**config.mk**
```make
export PLATFORM = sky130hd
export DESIGN_NAME = wide_inject_shaper
export DESIGN_NICKNAME = d
export VERILOG_FILES = /design/src/rtl/picobello_pkg.sv /design/src/rtl/wide_inject_token_bucket.sv /design/src/rtl/wide_inject_shaper.sv
export SDC_FILE = /design/constraint.sdc
export NUM_CORES = 1
export LEC_CHECK = 0
export ABC_AREA = 1
export BUFFER_PORTS_ARGS = -buffer_cell sky130_fd_sc_hd__buf_2
export CAP_MARGIN = 5
export CORE_UTILIZATION = 54
export DETAILED_ROUTE_END_ITERATION = 12
export GPL_ROUTABILITY_DRIVEN = 0
export PLACE_DENSITY_LB_ADDON = 0.08
export SLEW_MARGIN = 0
export SYNTH_ARGS = -nofsm -noshare
export SYNTH_HDL_FRONTEND = slang
export SYNTH_SLANG_ARGS = --single-unit
```
**constraint.sdc**
```tcl
create_clock -name clk_i -period 5 [get_ports clk_i]
set_clock_uncertainty 0.1 [all_clocks]
set_input_delay 0.25 -clock clk_i [delete_from_list [all_inputs] [get_ports clk_i]]
set_output_delay 0.25 -clock clk_i [all_outputs]
set_load 0.01 [all_outputs]
```
**src/rtl/picobello_pkg.sv**
```systemverilog
// Shared types and defaults for the wide AW injection shaper.
// Latency: none (declarations only).
// Backpressure: none (declarations only).
package picobello_pkg;

    localparam int unsigned ShaperCntWidth       = 16;
    localparam int unsigned ShaperMaxOutstanding = 8;

    typedef enum logic [1:0] {
        IDLE  = 2'd0,
        WAIT  = 2'd1,
        ISSUE = 2'd2
    } shaper_state_e;

    // Config-register view of the shaper knobs.
    typedef struct packed {
        logic                      en;
        logic [ShaperCntWidth-1:0] refill_amt;
        logic [ShaperCntWidth-1:0] refill_period;
        logic [ShaperCntWidth-1:0] bucket_max;
    } shaper_cfg_t;

endpackage

```
**src/rtl/wide_inject_token_bucket.sv**
```systemverilog
// Token bucket: periodic refill counter plus saturating deduct/add/clamp token arithmetic.
// Latency: token count reflects a deduct or refill one cycle after the event.
// Backpressure: none; deduct requests are always absorbed (saturating at zero).
module wide_inject_token_bucket #(
    parameter int unsigned CntWidth = 16
) (
    input  logic                clk_i,
    input  logic                rst_i,
    input  logic [CntWidth-1:0] refill_amt_i,
    input  logic [CntWidth-1:0] refill_period_i,
    input  logic [CntWidth-1:0] bucket_max_i,
    input  logic                deduct_i,
    input  logic [8:0]          need_i,
    output logic [CntWidth-1:0] tokens_o
);

    logic [CntWidth-1:0] cnt_q, cnt_d;
    logic [CntWidth-1:0] tokens_q, tokens_d;
    logic [CntWidth-1:0] period_m1;
    logic                refill_evt;
    logic [CntWidth:0]   tok_ext, need_ext, after_ded, after_add;

    // Refill timing and token update; one extra bit keeps the add from wrapping before the clamp.
    always_comb begin
        period_m1 = (refill_period_i == '0) ? '0 : refill_period_i - CntWidth'(1);
        // >= so that shrinking the period mid-count still wraps promptly
        refill_evt = (cnt_q >= period_m1);
        cnt_d      = refill_evt ? '0 : cnt_q + CntWidth'(1);

        tok_ext   = {1'b0, tokens_q};
        need_ext  = (CntWidth+1)'(need_i);
        after_ded = tok_ext;
        if (deduct_i) begin
            after_ded = (tok_ext >= need_ext) ? tok_ext - need_ext : '0;
        end
        after_add = after_ded;
        if (refill_evt) begin
            after_add = after_ded + {1'b0, refill_amt_i};
        end
        tokens_d = (after_add > {1'b0, bucket_max_i}) ? bucket_max_i : after_add[CntWidth-1:0];
    end

    // Counter and token state.
    always_ff @(posedge clk_i or posedge rst_i) begin
        if (rst_i) begin
            cnt_q    <= '0;
            tokens_q <= '0;
        end else begin
            cnt_q    <= cnt_d;
            tokens_q <= tokens_d;
        end
    end

    assign tokens_o = tokens_q;

endmodule

```
**src/rtl/wide_inject_shaper.sv**
```systemverilog
// AW-channel token-bucket shaper for the wide injection port; optional stall counter under WIDE_INJECT_SHAPER_STATS_EN.
// Latency: input handshake at T gives out_aw_valid_o at T+2 at the earliest; one AW per 3 cycles peak.
// Backpressure: in_aw_ready_o only in IDLE; out_aw_valid_o held until out_aw_ready_i, never withdrawn.
module wide_inject_shaper
    import picobello_pkg::*;
#(
    parameter  int unsigned AwWidth        = 64,
    parameter  int unsigned CntWidth       = ShaperCntWidth,
    parameter  int unsigned MaxOutstanding = ShaperMaxOutstanding,
    localparam int unsigned OutW           = $clog2(MaxOutstanding + 1)
) (
    input  logic                clk_i,
    input  logic                rst_i,
    input  logic                en_i,
    input  logic [CntWidth-1:0] refill_amt_i,
    input  logic [CntWidth-1:0] refill_period_i,
    input  logic [CntWidth-1:0] bucket_max_i,
    input  logic                in_aw_valid_i,
    output logic                in_aw_ready_o,
    input  logic [7:0]          in_aw_len_i,
    input  logic [AwWidth-1:0]  in_aw_i,
    output logic                out_aw_valid_o,
    input  logic                out_aw_ready_i,
    output logic [AwWidth-1:0]  out_aw_o,
    input  logic                b_fire_i,
`ifdef WIDE_INJECT_SHAPER_STATS_EN
    output logic [31:0]         stall_cycles_o,
    input  logic                stats_clr_i,
`endif
    output logic [CntWidth-1:0] tokens_o,
    output logic [OutW-1:0]     outstanding_o
);

    localparam logic [OutW-1:0] MaxOut = OutW'(MaxOutstanding);

    shaper_state_e        state_q, state_d;
    logic [AwWidth-1:0]   aw_q, aw_d;
    logic [8:0]           need_q, need_d;
    logic                 in_aw_ready_q, in_aw_ready_d;
    logic                 out_aw_valid_q, out_aw_valid_d;
    logic [OutW-1:0]      outstanding_q, outstanding_d;
    logic                 out_fire, b_dec, eligible;
    logic [CntWidth-1:0]  tokens;

    wide_inject_token_bucket #(
        .CntWidth (CntWidth)
    ) u_bucket (
        .clk_i           (clk_i),
        .rst_i           (rst_i),
        .refill_amt_i    (refill_amt_i),
        .refill_period_i (refill_period_i),
        .bucket_max_i    (bucket_max_i),
        .deduct_i        (out_fire & en_i),
        .need_i          (need_q),
        .tokens_o        (tokens)
    );

    // Next-state, payload latch, registered handshake outputs and outstanding tracking.
    always_comb begin
        state_d  = state_q;
        aw_d     = aw_q;
        need_d   = need_q;
        out_fire = out_aw_valid_q & out_aw_ready_i;
        // A B with nothing outstanding is a protocol error; ignore it rather than wrap.
        b_dec    = b_fire_i & (outstanding_q != '0);
        // tokens==max lets a burst larger than the whole bucket still go once the bucket is full
        eligible = !en_i || (((tokens >= CntWidth'(need_q)) || (tokens == bucket_max_i))
                             && (outstanding_q < MaxOut));

        unique case (state_q)
            IDLE: begin
                if (in_aw_valid_i) begin
                    aw_d    = in_aw_i;
                    need_d  = {1'b0, in_aw_len_i} + 9'd1;
                    state_d = WAIT;
                end
            end
            WAIT: begin
                if (eligible) state_d = ISSUE;
            end
            ISSUE: begin
                if (out_aw_ready_i) state_d = IDLE;
            end
            default: state_d = IDLE;
        endcase

        in_aw_ready_d  = (state_d == IDLE);
        out_aw_valid_d = (state_d == ISSUE);

        outstanding_d = outstanding_q;
        if (out_fire && !b_dec) outstanding_d = outstanding_q + OutW'(1);
        else if (!out_fire && b_dec) outstanding_d = outstanding_q - OutW'(1);
    end

    // FSM, payload and counter state; reset drops any held AW.
    always_ff @(posedge clk_i or posedge rst_i) begin
        if (rst_i) begin
            state_q        <= IDLE;
            aw_q           <= '0;
            need_q         <= '0;
            in_aw_ready_q  <= 1'b1;
            out_aw_valid_q <= 1'b0;
            outstanding_q  <= '0;
        end else begin
            state_q        <= state_d;
            aw_q           <= aw_d;
            need_q         <= need_d;
            in_aw_ready_q  <= in_aw_ready_d;
            out_aw_valid_q <= out_aw_valid_d;
            outstanding_q  <= outstanding_d;
        end
    end

    b_without_outstanding_a: assert property (@(posedge clk_i) disable iff (rst_i)
        !(b_fire_i && (outstanding_q == '0)));

`ifdef WIDE_INJECT_SHAPER_STATS_EN
    logic [31:0] stall_q, stall_d;

    // Saturating count of cycles parked in WAIT; clear has priority.
    always_comb begin
        stall_d = stall_q;
        if (stats_clr_i) stall_d = '0;
        else if ((state_q == WAIT) && (stall_q != '1)) stall_d = stall_q + 32'd1;
    end

    // Stall counter state.
    always_ff @(posedge clk_i or posedge rst_i) begin
        if (rst_i) stall_q <= '0;
        else       stall_q <= stall_d;
    end

    assign stall_cycles_o = stall_q;
`endif

    assign in_aw_ready_o  = in_aw_ready_q;
    assign out_aw_valid_o = out_aw_valid_q;
    assign out_aw_o       = aw_q;
    assign tokens_o       = tokens;
    assign outstanding_o  = outstanding_q;

endmodule
```
* After elaboration in Yosys (flattened, before gate mapping)
Index checks and enable logic that the tools add are counted.
Word-level totals: bits in registers 113, output and inout port bits 86, input bits 126, word-level logic and storage cells 53
Cells by class: muxes and demuxes 12, bitwise operators 3, $lt $le $gt $ge 5, reductions and logical operators 14, equality and inequality tests 4, $add $sub $neg 7
Operator list (number):
- 17-bit 2-to-1 mux | 3
- 16-bit 2-to-1 mux | 3
- 16-bit by 9-bit greater-or-equal comparator with 1-bit output | 2
- 17-bit by 16-bit adder with 17-bit output | 1
- 17-bit by 16-bit > comparator with 1-bit output | 1
- 16-bit by 9-bit subtractor with 17-bit output | 1
- 16-bit by 1-bit adder with 16-bit output, second input constant | 1
- 16-bit == test | 1
- 16-bit greater-or-equal comparator | 1
- 16-bit logical NOT | 1
- 16-bit by 1-bit subtractor with 16-bit output, second input constant | 1
- 8-bit by 1-bit adder with 9-bit output, second input constant | 1
- 4-bit 2-to-1 mux | 2
- 2-bit 2-to-1 mux | 3
- 2-bit one-hot mux with 3 select lines | 1
- 4-bit by 1-bit adder with 4-bit output, second input constant | 1
- 2-bit == test, second input constant | 2
- 2-bit logical NOT | 2
- 4-bit less-than comparator, second input constant | 1
- 4-bit nonzero test | 1
- 4-bit by 1-bit subtractor with 4-bit output, second input constant | 1
- 1-bit AND | 3
- 1-bit logical AND | 3
- 1-bit logical NOT | 3
- 4 further kinds | 5

* Logic depth before layout (Yosys ltp)
Gate-level depths: netlist of the first run.
depth after elaboration 7, depth in mapped cells 42

* Cells and area by module
A second synthesis of the first run with hierarchy kept.
Unflattened totals: cell total of the unflattened synthesis 1227, area total of the unflattened synthesis 8480.6 um^2
By module, submodules not included:
- wide_inject_token_bucket | sequential area each 800.8 um^2, times used 1, area an instance 4619.4 um^2, cells an instance 731
- wide_inject_shaper | sequential area each 2028.2 um^2, times used 1, area an instance 3861.2 um^2, cells an instance 496

* Worst setup path before layout of the first run
Ideal clock, no wire load.
kind register to register, from reg u_bucket.tokens_q[3], in the netlist u_bucket.tokens_o[3], to reg u_bucket.tokens_q[10], in the netlist u_bucket.tokens_o[10], stages on the path, launching flop included 38, arrival 4.292 ns, setup slack 0.541 ns, library setup time 0.066 ns, cell sequence dfrtp_1 -> ha_1 -> nand2_1 -> nor2_1 -> nand2_1 -> nand3_1 -> nand3_2 -> nand3_4 -> nand2_1 -> o21ai_0 -> ha_1 -> inv_1 -> fa_1 -> inv_1 -> nand2_1 -> nand3_1 -> nand2_1 -> nand2_1 -> [2 not listed] -> o21ai_1 -> inv_1 -> ha_1 -> nand2_1 -> inv_1 -> nor2_1 -> o21a_1 -> nand2_1 -> nand2_1 -> nand2_1 -> nand2_1 -> nand2_1 -> nand2_1 -> nand2_1 -> nand2_2 -> clkbuf_1 -> nand3_1 -> nand2_1
On the way: cells in the longest elaborated chain, start to end 7
RTL lines:
- from (decl) | RTL line wide_inject_token_bucket.sv:18 | logic [CntWidth-1:0] tokens_q, tokens_d;
- from (signal assigned) | RTL line wide_inject_token_bucket.sv:50 | tokens_q <= tokens_d;
- 16-bit by 9-bit subtractor with 17-bit output or 16-bit by 9-bit greater-or-equal comparator with 1-bit output (tied branches) | RTL line wide_inject_token_bucket.sv:34 | after_ded = (tok_ext >= need_ext) ? tok_ext - need_ext : '0;
- 17-bit 2-to-1 mux | RTL line wide_inject_token_bucket.sv:34
- 17-bit 2-to-1 mux (*) | RTL line wide_inject_token_bucket.sv:33 | if (deduct_i) begin
- 17-bit by 16-bit adder with 17-bit output | RTL line wide_inject_token_bucket.sv:38 | after_add = after_ded + {1'b0, refill_amt_i};
- 17-bit 2-to-1 mux (*) | RTL line wide_inject_token_bucket.sv:37 | if (refill_evt) begin
- 17-bit by 16-bit > comparator with 1-bit output | RTL line wide_inject_token_bucket.sv:40 | tokens_d = (after_add > {1'b0, bucket_max_i}) ? bucket_max_i : after_add[CntWidth-1:0];
- 16-bit 2-to-1 mux (*) | RTL line wide_inject_token_bucket.sv:40
- via u_bucket.tokens_d[10] | RTL line wide_inject_token_bucket.sv:18
The timed path passes the listed nets; every way through them passes the cells marked *. A chain may end at the register's enable or synchronous reset.

* Final worst setup path of the first run
from reg u_bucket.tokens_q[4], in the netlist u_bucket.tokens_o[4], to reg u_bucket.tokens_q[15], in the netlist u_bucket.tokens_o[15]
The elaborated chain is that of the path after synthesis.

==> metrics.txt, run 1 <==
Largest delay share family, worst path simple AND/OR/NAND/NOR gates; Max Slew Vio Count 0; Post-Synthesis Cells around 1,200; FF-to-FF path depth 35; setup violators final 0; H-Tree Level Count 4; pwr/cell area around 600 nW/um^2; die area ~16,000 sq um; slowest CP cell dfrtp_2; vias per inst 5.24; CP Capture Type register; starting density of the core 55.6%; count of buffers from port buffering roughly 210; Synth top area share between 30 and 40%; Clk Tree Root Cell clkbuf_16; Hold Crit Class input pin to register; clock sink count approximately 110; Max Freq roughly 210 MHz; total gr overflow 0; tightest hold margin between 0.01 and 0.015 ns; Mapped Area around 8000 sq um; Crit path depth 35; clk buf depth 2; WL/cell about 15 um; Slew @ Worst Pin 0.930 ns; number of synthesized flops with an enable pin 0; CP startpoint kind register; clk slew on worst S/H paths ~0.060 ns; number of iterations in the first detailed-routing pass 7; largest net degree at the start of global routing 75; Hold Path End u_bucket.tokens_o[15]; Final min period 4.70 ns; antenna violations before repair 0; Synth warnings 0; synthesized area per cell approximately 7.0 sq um; DR WL met2 11.4 mm; r2r endpoint u_bucket.tokens_o[15]; share of layout cells above drive strength 1 22.9%; metal3 WL about 1.8 mm; ANT cells 0; Crit Path Max Fanout 16; critical setup path kind register to register; highest metal layer with signal wires met4; hold_sp bucket_max_i[15]; post-DP HPWL around 17 mm; Syn-to-layout area delta 36.5%; TritonCTS clock tree done; crit share post-route between 90% and 100%; final hold violation count 0; CTS Buf Count 17; FF+latch count, synth about 110; worst endpoint required time 5.20 ns; total nets after synthesis 1,356; Die Span X 125 um; most common flop cell mapped by yosys dfrtp_1; first-pass GRT wire length between 30 and 40 mm; Max Cap Viol 0; IO Count 212; post-layout util between 70% and 80%; peak supply drop roughly 0.36 mV; post-synth top area cell dfrtp_1; Routed Antenna Nets 0; Final #Nets 1,661; setup slack, reg-to-reg around 0.30 ns; Crit path buffers/inverters 4; post-synthesis sequential area ratio between 30% and 40%; via count 8,723; ys async rst share 100%; Critical Path Max Stage Delay about 0.46 ns; Slew HR between 30% and 40%; Reg-to-Reg Start u_bucket.tokens_o[4]; Total GRT Usage 31.7%; core footprint approximately 15,000 sq um; outcome finished, final reports clean; Unique masters post-synth 48; hold depth 3; Fill cells between 1,000 and 1,500; Synth area leaders dfrtp_1 35%, nand2_1 21%, ha_1 9.7%; CP most frequent cell nand2_1; vias in the first global route ~8,400; drt initial violations just over 500; Die Y-Extent around 120 um; M1 WL between 10 and 15 mm; Pleak about 6.2 nW; final setup TNS 0 ns; DRC errors left 0; latest clock arrival within the worst-skew pair 0.41 ns; Crit path arrival time 4.90 ns; final wirelength around 24 mm; row count 44
==> repair_timing <==
| item | 4_1_cts | 5_1_grt |
|---|---|---|
| hold buffers | 80 | 0 |
| gates cloned | 0 | 0 |
| setup buffers | 0 | 6 |
| endpoints found under the hold margin | 149 | 0 |
| resized for setup | 3 | 43 |
| endpoints found under the setup margin | 16 | 16 |
| pin swaps | 0 | 3 |
==> flip-flops by register name, summed over array words and instances (netlist names) <==
name,cells
state_q,2
need_q,9
u_bucket.cnt_q,16
out_aw_o,64
out_aw_valid_o,1
outstanding_o,4
in_aw_ready_o,1
u_bucket.tokens_o,16
==> through the flow <==
stage	cell area (sq um)	instances	power [mW]	worst slack [ns]
after global placement	9410	1548	5.07	0.0124
after CTS	10800	1660	6.49	0.0446
final	11100	1666	6.78	0.296
after detailed placement	9410	1548	5.15	-0.0473
after global routing	11100	1666	7.35	-0.0384
after floorplan	8110	1164	4.07	0.541
==> layout by cell type, fill, tap and decap left out, types with 6 or more instances in the layout <==
master	Yosys	final
dfrtp_2	0	6
nor2_2	1	6
dlygate4sd3_1	0	80
inv_1	131	129
inv_2	5	6
buf_4	0	17
nor3_1	16	16
buf_2	3	211
xnor2_1	23	23
nor2_1	86	80
a21oi_1	39	37
dfrtp_1	112	106
or2_2	9	9
clkbuf_16	0	17
o21ai_0	22	19
nand4_1	14	14
nand3_1	72	69
o21ai_1	6	7
nand2_2	9	11
ha_4	0	8
nor4_1	7	7
nand2_1	462	459
xor2_1	13	13
ha_1	63	53
==> where the power goes <==
part | internal, mW | switching (mW) | total, mW
sequential | 1.34 | 0.376 | 1.72
combinational | 1.52 | 2.31 | 3.83
clock | 0.768 | 0.459 | 1.23
total | 3.63 | 3.14 | 6.78
==> cells in the mapped netlist (5+ instances only) <==
| cell type | count |
|---|---|
| nor2_1 | 86 |
| dfrtp_1 | 112 |
| nor4_1 | 7 |
| or2_2 | 9 |
| xnor2_1 | 23 |
| xor2_1 | 13 |
| o21ai_1 | 6 |
| nand2_2 | 9 |
| ha_1 | 63 |
| nand3_1 | 72 |
| inv_2 | 5 |
| nand2_1 | 462 |
| nand4_1 | 14 |
| inv_1 | 131 |
| o21ai_0 | 22 |
| a21oi_1 | 39 |
| clkbuf_1 | 15 |
| nor3_1 | 16 |
==> cell families after synthesis <==
| kind of cell | share of synthesized area [%] |
|---|---|
| AO/OA/AOI/OAI | 6.16 |
| XOR/XNOR | 3.89 |
| adder cells (fa/ha/maj) | 10.5 |
| buffers and inverters | 7.86 |
| flip-flops | 34.9 |
| multiplexers | 0.139 |
| AND/OR/NAND/NOR | 36.6 |
==> layer usage <==
| layer | vias to the layer above | track usage, % |
|---|---|---|
| met5 | - | 0 |
| met4 | 0 | 12.3 |
| met3 | 59 | 7.13 |
| met2 | 379 | 52.6 |
| met1 | 3993 | 40.1 |
| li1 | 4292 | - |
==> worst register-to-register path: cells and delay by family, from the launching register on <==
family,cells,cell delay (ns)
compound gates,3,0.41
xor+xnor,1,0.13
fa+ha+maj,4,1.20
buf+inv,4,0.38
flops,1,0.46
simple gates,23,1.87
==> area by class of cell <==
| cell class | count | area (sq um) | share of cell area, % |
|---|---|---|---|
| clock buffer | 19 | 453 | 4.09 |
| multi-input combinational | 889 | 4830 | 43.7 |
| clock inverter | 13 | 150 | 1.36 |
| tap | 184 | 230 | 2.08 |
| inverter | 137 | 519 | 4.69 |
| timing repair buffer | 311 | 2040 | 18.5 |
| sequential | 113 | 2840 | 25.6 |
==> worst max path at each step <==
| stage | endpoint | startpoint |
|---|---|---|
| 2_1_floorplan | u_bucket.tokens_o[10] | u_bucket.tokens_o[3] |
| 3_3_place_gp | u_bucket.tokens_o[0] | u_bucket.tokens_o[3] |
| 5_1_grt | u_bucket.tokens_o[11] | u_bucket.tokens_o[3] |
| 4_1_cts | u_bucket.tokens_o[9] | u_bucket.tokens_o[4] |
| 6_report | u_bucket.tokens_o[15] | u_bucket.tokens_o[4] |
| 3_5_place_dp | u_bucket.tokens_o[2] | u_bucket.tokens_o[3] |
Note: power is estimated with default switching activity, not from simulation.
==> run 2, diff against run 1 <==
- SETUP_SLACK_MARGIN: unset -> 0.5
==> metrics.txt, run 2 (same netlist as run 1, synthesis figures left out) <==
Routed Antenna Nets 0; met2 Track Usage GR about 55%; CP most frequent cell nand2_1; drt initial violations about 640; met1 Use GR a little over two fifths; Total GRT Usage 33.2%; final hold violation count 0; hold depth 3; setup slack, reg-to-reg 0.40 ns; peak supply drop between 0.3 and 0.4 mV; Final min period about 4.6 ns; ANT cells 0; Hold Crit Class input pin to register; TritonCTS clock tree done; commonest non-fill, non-tap cell in the layout nand2_1; total gr overflow 0; CTS Buf Count 17; CP startpoint kind register; vias per inst between 5 and 6; die area roughly 16,000 sq um; WL/cell approximately 16 um; Final #Nets about 1,700; r2r endpoint u_bucket.tokens_o[15]; Pleak between 6 and 7 nW; most frequent cells in the layout 432 x nand2_1, 211 x buf_2, 123 x inv_1; starting density of the core between 50% and 60%; RSZ-0062 raised after global routing yes; latest clock arrival within the worst-skew pair around 0.41 ns; global route hottest layer met2; share of layout cells above drive strength 1 between 20% and 30%; vias in the first global route a little under 9,000; IO Count 212; sequential cell area about 2800 sq um; core footprint 14,600 sq um; clk buf depth 2; Max Cap Viol 0; FF-to-FF path depth 31; Fill cells 956; H-Tree Level Count 4; count of buffers from port buffering ~210; setup violators final 0; max reg flops 64; Die Span X 125 um; slowest CP cell dfrtp_2; clock sink count 113; pwr/cell area 638 nW/um^2; multi-input logic area roughly 5300 sq um; via count just over 9,000; hold_sp in_aw_len_i[7]; Die Y-Extent roughly 120 um; crit share post-route just over 90%; Reg-to-Reg Start u_bucket.tokens_o[8]; Post-Place Cells between 1,500 and 2,000; Critical Path Max Stage Delay ~0.44 ns; outcome finished, final reports clean; final wirelength approximately 27 mm; DRC errors left 0; number of iterations in the first detailed-routing pass 5; Max Slew Vio Count 0; Max Freq approximately 220 MHz; row count 44; Hold Path End need_q[8]; antenna violations before repair 0; Syn-to-layout area delta 45.7%; final setup TNS 0 ns; critical setup path kind register to register; grt met3 use around 7.5%; Slew @ Worst Pin about 0.94 ns; clk slew on worst S/H paths around 0.060 ns; Crit path arrival time a little under 5 ns; first-pass GRT wire length around 42 mm; largest net degree at the start of global routing 75; Finished Layout Cells approximately 1,700; CP Capture Type register; worst endpoint required time approximately 5.3 ns; post-DP HPWL about 17 mm; Crit Path Max Fanout 8; Slew HR 37.1%; Clk Tree Root Cell clkbuf_16
==> run 2: cell types whose count changed in the layout (fill, tap and decap cells not counted), moves of 8 or more <==
cell     delta
nand2_1    -27
buf_4      +26
nand2_2    +23
ha_1       -16
ha_4       +16
a21oi_1     -8
a21oi_2     +8
==> run 2: timing repair <==
action / in CTS / in global routing
setup buffers: 20 / 12
pin swaps: 19 / 47
setup endpoints to repair: 16 / 16
hold endpoints to repair: 147 / 0
gates resized for setup: 52 / 95
gates cloned: 1 / 2
hold buffers: 80 / 0
==> run 2: cell type report <==
class                   instances  share of cell area, %
repair buffers                339                   19.4
inverters                     137                   4.40
clock buffers                  19                   3.84
clock inverters                13                   1.27
flip-flops and latches        113                   24.0
multi-input cells             890                   45.2
well taps                     184                   1.95
==> run 2: worst max path at each step <==
| stage | from | slack [ns] | end | depth (start not counted) |
|---|---|---|---|---|
| final | u_bucket.tokens_o[8] | 0.40 | u_bucket.tokens_o[15] | 31 |
| after global routing | need_q[7] | 0.11 | u_bucket.tokens_o[14] | 35 |
| after CTS | u_bucket.tokens_o[3] | 0.55 | u_bucket.tokens_o[0] | 35 |
| after detailed placement | u_bucket.tokens_o[3] | -0.05 | u_bucket.tokens_o[2] | 35 |
| after global placement | u_bucket.tokens_o[3] | 0.01 | u_bucket.tokens_o[0] | 35 |
| after floorplan | u_bucket.tokens_o[3] | 0.54 | u_bucket.tokens_o[10] | 37 |
==> run 2: worst max-delay path, delay by kind of cell, from the launching register on <==
kind / cells / cell delay (ns)
compound gates: 3 / 0.56
fa+ha+maj: 3 / 0.94
buf+inv: 3 / 0.42
flops: 1 / 0.44
simple gates: 22 / 2.05
==> run 2: where the power goes <==
group          switching, mW  internal (mW)  total [mW]
Combinational           2.67           1.92        4.59
Clock                  0.461          0.768        1.23
Sequential             0.372           1.34        1.71
Total                   3.51           4.03        7.53
==> run 2: routing by layer <==
| layer | vias up | share of wire (%) | routed length, um |
|---|---|---|---|
| li1 | 4350 | - | - |
| met1 | 4196 | 41 | 10900 |
| met2 | 439 | 48 | 12700 |
| met3 | 79 | 8.0 | 2130 |
| met4 | 0 | 3.2 | 836 |
| met5 | - | 0 | 0 |
==> run 2: metrics by stage <==
| step | hold slack, ns | util (%) | power, mW | setup WS (ns) | instance area (sq um) |
|---|---|---|---|---|---|
| floorplan | 0.254 | - | 4.07 | 0.541 | 8110 |
| CTS | 0.00383 | 77.0 | 6.87 | 0.546 | 11200 |
| detailed placement | 0.346 | 64.5 | 5.15 | -0.0473 | 9410 |
| global placement | 0.342 | 64.5 | 5.07 | 0.0124 | 9410 |
| finish | 0.0200 | 80.9 | 7.53 | 0.397 | 11800 |
| global route | 0.0279 | 80.9 | 8.06 | 0.106 | 11800 |
==> run 3, diff against run 2 <==
- PLACE_DENSITY: unset -> 0.78
- PLACE_DENSITY_LB_ADDON: 0.08 -> unset
==> metrics.txt, run 3 (same netlist as run 1, synthesis figures left out) <==
met2 Track Usage GR a little over half; Crit path buffers/inverters 4; Die Y-Extent 125 um; setup violators final 0; total gr overflow 0; latest clock arrival within the worst-skew pair slightly above 0.4 ns; post-DP HPWL 16.2 mm; Total GRT Usage between 30% and 40%; Reg-to-Reg Start u_bucket.tokens_o[0]; Hold Crit Class input pin to register; Clk Tree Root Cell clkbuf_16; CP most frequent cell nand2_1; DRC errors left 0; CP Capture Type register; via count slightly above 9,000; clock sink count around 110; Slew @ Worst Pin between 0.8 and 0.9 ns; post-layout util approximately 80%; clk slew on worst S/H paths approximately 0.060 ns; Post-Place Cell Area around 9400 sq um; grt met3 use 7.26%; Hold Path End u_bucket.tokens_o[8]; hold depth 3; CP startpoint kind register; share of layout cells above drive strength 1 between 30% and 40%; Fill cells about 860; die area 15,500 sq um; Routed Antenna Nets 0; row count between 40 and 50; r2r endpoint u_bucket.tokens_o[15]; Critical Path Max Stage Delay about 0.4 ns; Slew HR about 45%; largest net degree at the start of global routing 74; TritonCTS clock tree done; final setup TNS 0 ns; max reg flops 64; RSZ-0062 raised after global routing yes; Syn-to-layout area delta 45.3%; clk buf depth 2; Crit Path Max Fanout 7; worst endpoint required time 5.24 ns; first-pass GRT wire length ~40 mm; hold_sp bucket_max_i[8]; setup slack, reg-to-reg 0.33 ns; vias in the first global route ~8,400; drt initial violations about 700; CTS Buf Count 17; core footprint 14,600 sq um; Crit path arrival time slightly below 5 ns; FF-to-FF path depth 30; met1 Use GR 40.3%; crit share post-route between 90 and 100%; Pleak 6.39 nW; antenna violations before repair 0; critical setup path kind register to register; commonest non-fill, non-tap cell in the layout nand2_1; count of buffers from port buffering approximately 210; Final min period 4.67 ns; cell area after layout 11,800 sq um; Final #Nets 1,682; final wirelength approximately 27 mm; most frequent cells in the layout 428 x nand2_1, 211 x buf_2, 120 x inv_1; WL/cell about 16 um; number of iterations in the first detailed-routing pass 5; global route hottest layer met2; outcome finished, final reports clean; H-Tree Level Count 4; Max Freq about 210 MHz; vias per inst between 5 and 6; final hold violation count 0; starting density of the core a little under three fifths; ANT cells 0; Max Cap Viol 0; IO Count 212; tightest hold margin between 0.02 and 0.025 ns; Largest delay share family, worst path simple AND/OR/NAND/NOR gates; Die Span X 125 um; pwr/cell area approximately 640 nW/um^2; slowest CP cell fa_2; peak supply drop about 0.35 mV; Max Slew Vio Count 0
run 3: cell types whose count changed in the layout (fill, tap and decap cells not counted), moves of 4 or more:
cell	change
nand2_1	-4
buf_4	-8
buf_6	+6
nand3_2	+8
nand3_1	-8
run 3: repair_timing:
item	4_1_cts	5_1_grt
endpoints found under the setup margin	16	16
hold buffers	78	0
pin swaps	3	54
hold endpoints to repair	142	0
gates resized for setup	31	141
gates cloned	1	1
setup buffers	6	21
run 3: report_power, final:
part | switching, mW | internal, mW
Clock | 0.463 | 0.803
Combinational | 2.72 | 1.88
Sequential | 0.371 | 1.34
run 3: final cells by class:
| type | instances | area, sq um | share of cell area (%) |
|---|---|---|---|
| clock inverters | 14 | 179 | 1.52 |
| well taps | 184 | 230 | 1.95 |
| multi-input cells | 890 | 5380 | 45.7 |
| inverters | 137 | 524 | 4.45 |
| clock buffers | 18 | 439 | 3.73 |
| repair buffers | 331 | 2190 | 18.6 |
| flip-flops and latches | 113 | 2840 | 24.1 |
run 3: worst max path at each step:
| stage | startpoint | endpoint | slack [ns] | cells past startpoint |
|---|---|---|---|---|
| 2_1_floorplan | u_bucket.tokens_o[3] | u_bucket.tokens_o[10] | 0.54 | 37 |
| 3_3_place_gp | u_bucket.tokens_o[3] | u_bucket.tokens_o[0] | 0.22 | 35 |
| 3_5_place_dp | u_bucket.tokens_o[3] | u_bucket.tokens_o[4] | 0.18 | 36 |
| 4_1_cts | u_bucket.tokens_o[0] | u_bucket.tokens_o[0] | 0.53 | 34 |
| 5_1_grt | u_bucket.tokens_o[0] | u_bucket.tokens_o[15] | 0.15 | 30 |
| 6_report | u_bucket.tokens_o[0] | u_bucket.tokens_o[15] | 0.33 | 30 |
run 3: per-stage QoR:
stage                     cells  total power [mW]  worst slack, ns
after floorplan            1164              4.07            0.541
after global placement     1548              5.05            0.216
after detailed placement   1548              5.11            0.177
after CTS                  1665              6.66            0.527
after global routing       1687              8.09            0.150
final                      1687              7.58            0.327
run 3: routing by layer:
layer  wire, um  part of all wire (%)  vias up
met5          0                     0        -
met2      12600                    47      511
li1           -                     -     4336
met3       2210                   8.2      118
met4       1170                   4.4        0
met1      10800                    40     4134
run 3: worst register-to-register path: cells and delay by family, from the launching register on:
| family | cells | cell delay (ns) |
|---|---|---|
| buffers and inverters | 4 | 0.37 |
| AO/OA/AOI/OAI | 1 | 0.16 |
| XOR/XNOR | 1 | 0.22 |
| flip-flops | 1 | 0.38 |
| AND/OR/NAND/NOR | 20 | 2.24 |
| adder cells (fa/ha/maj) | 4 | 1.14 |
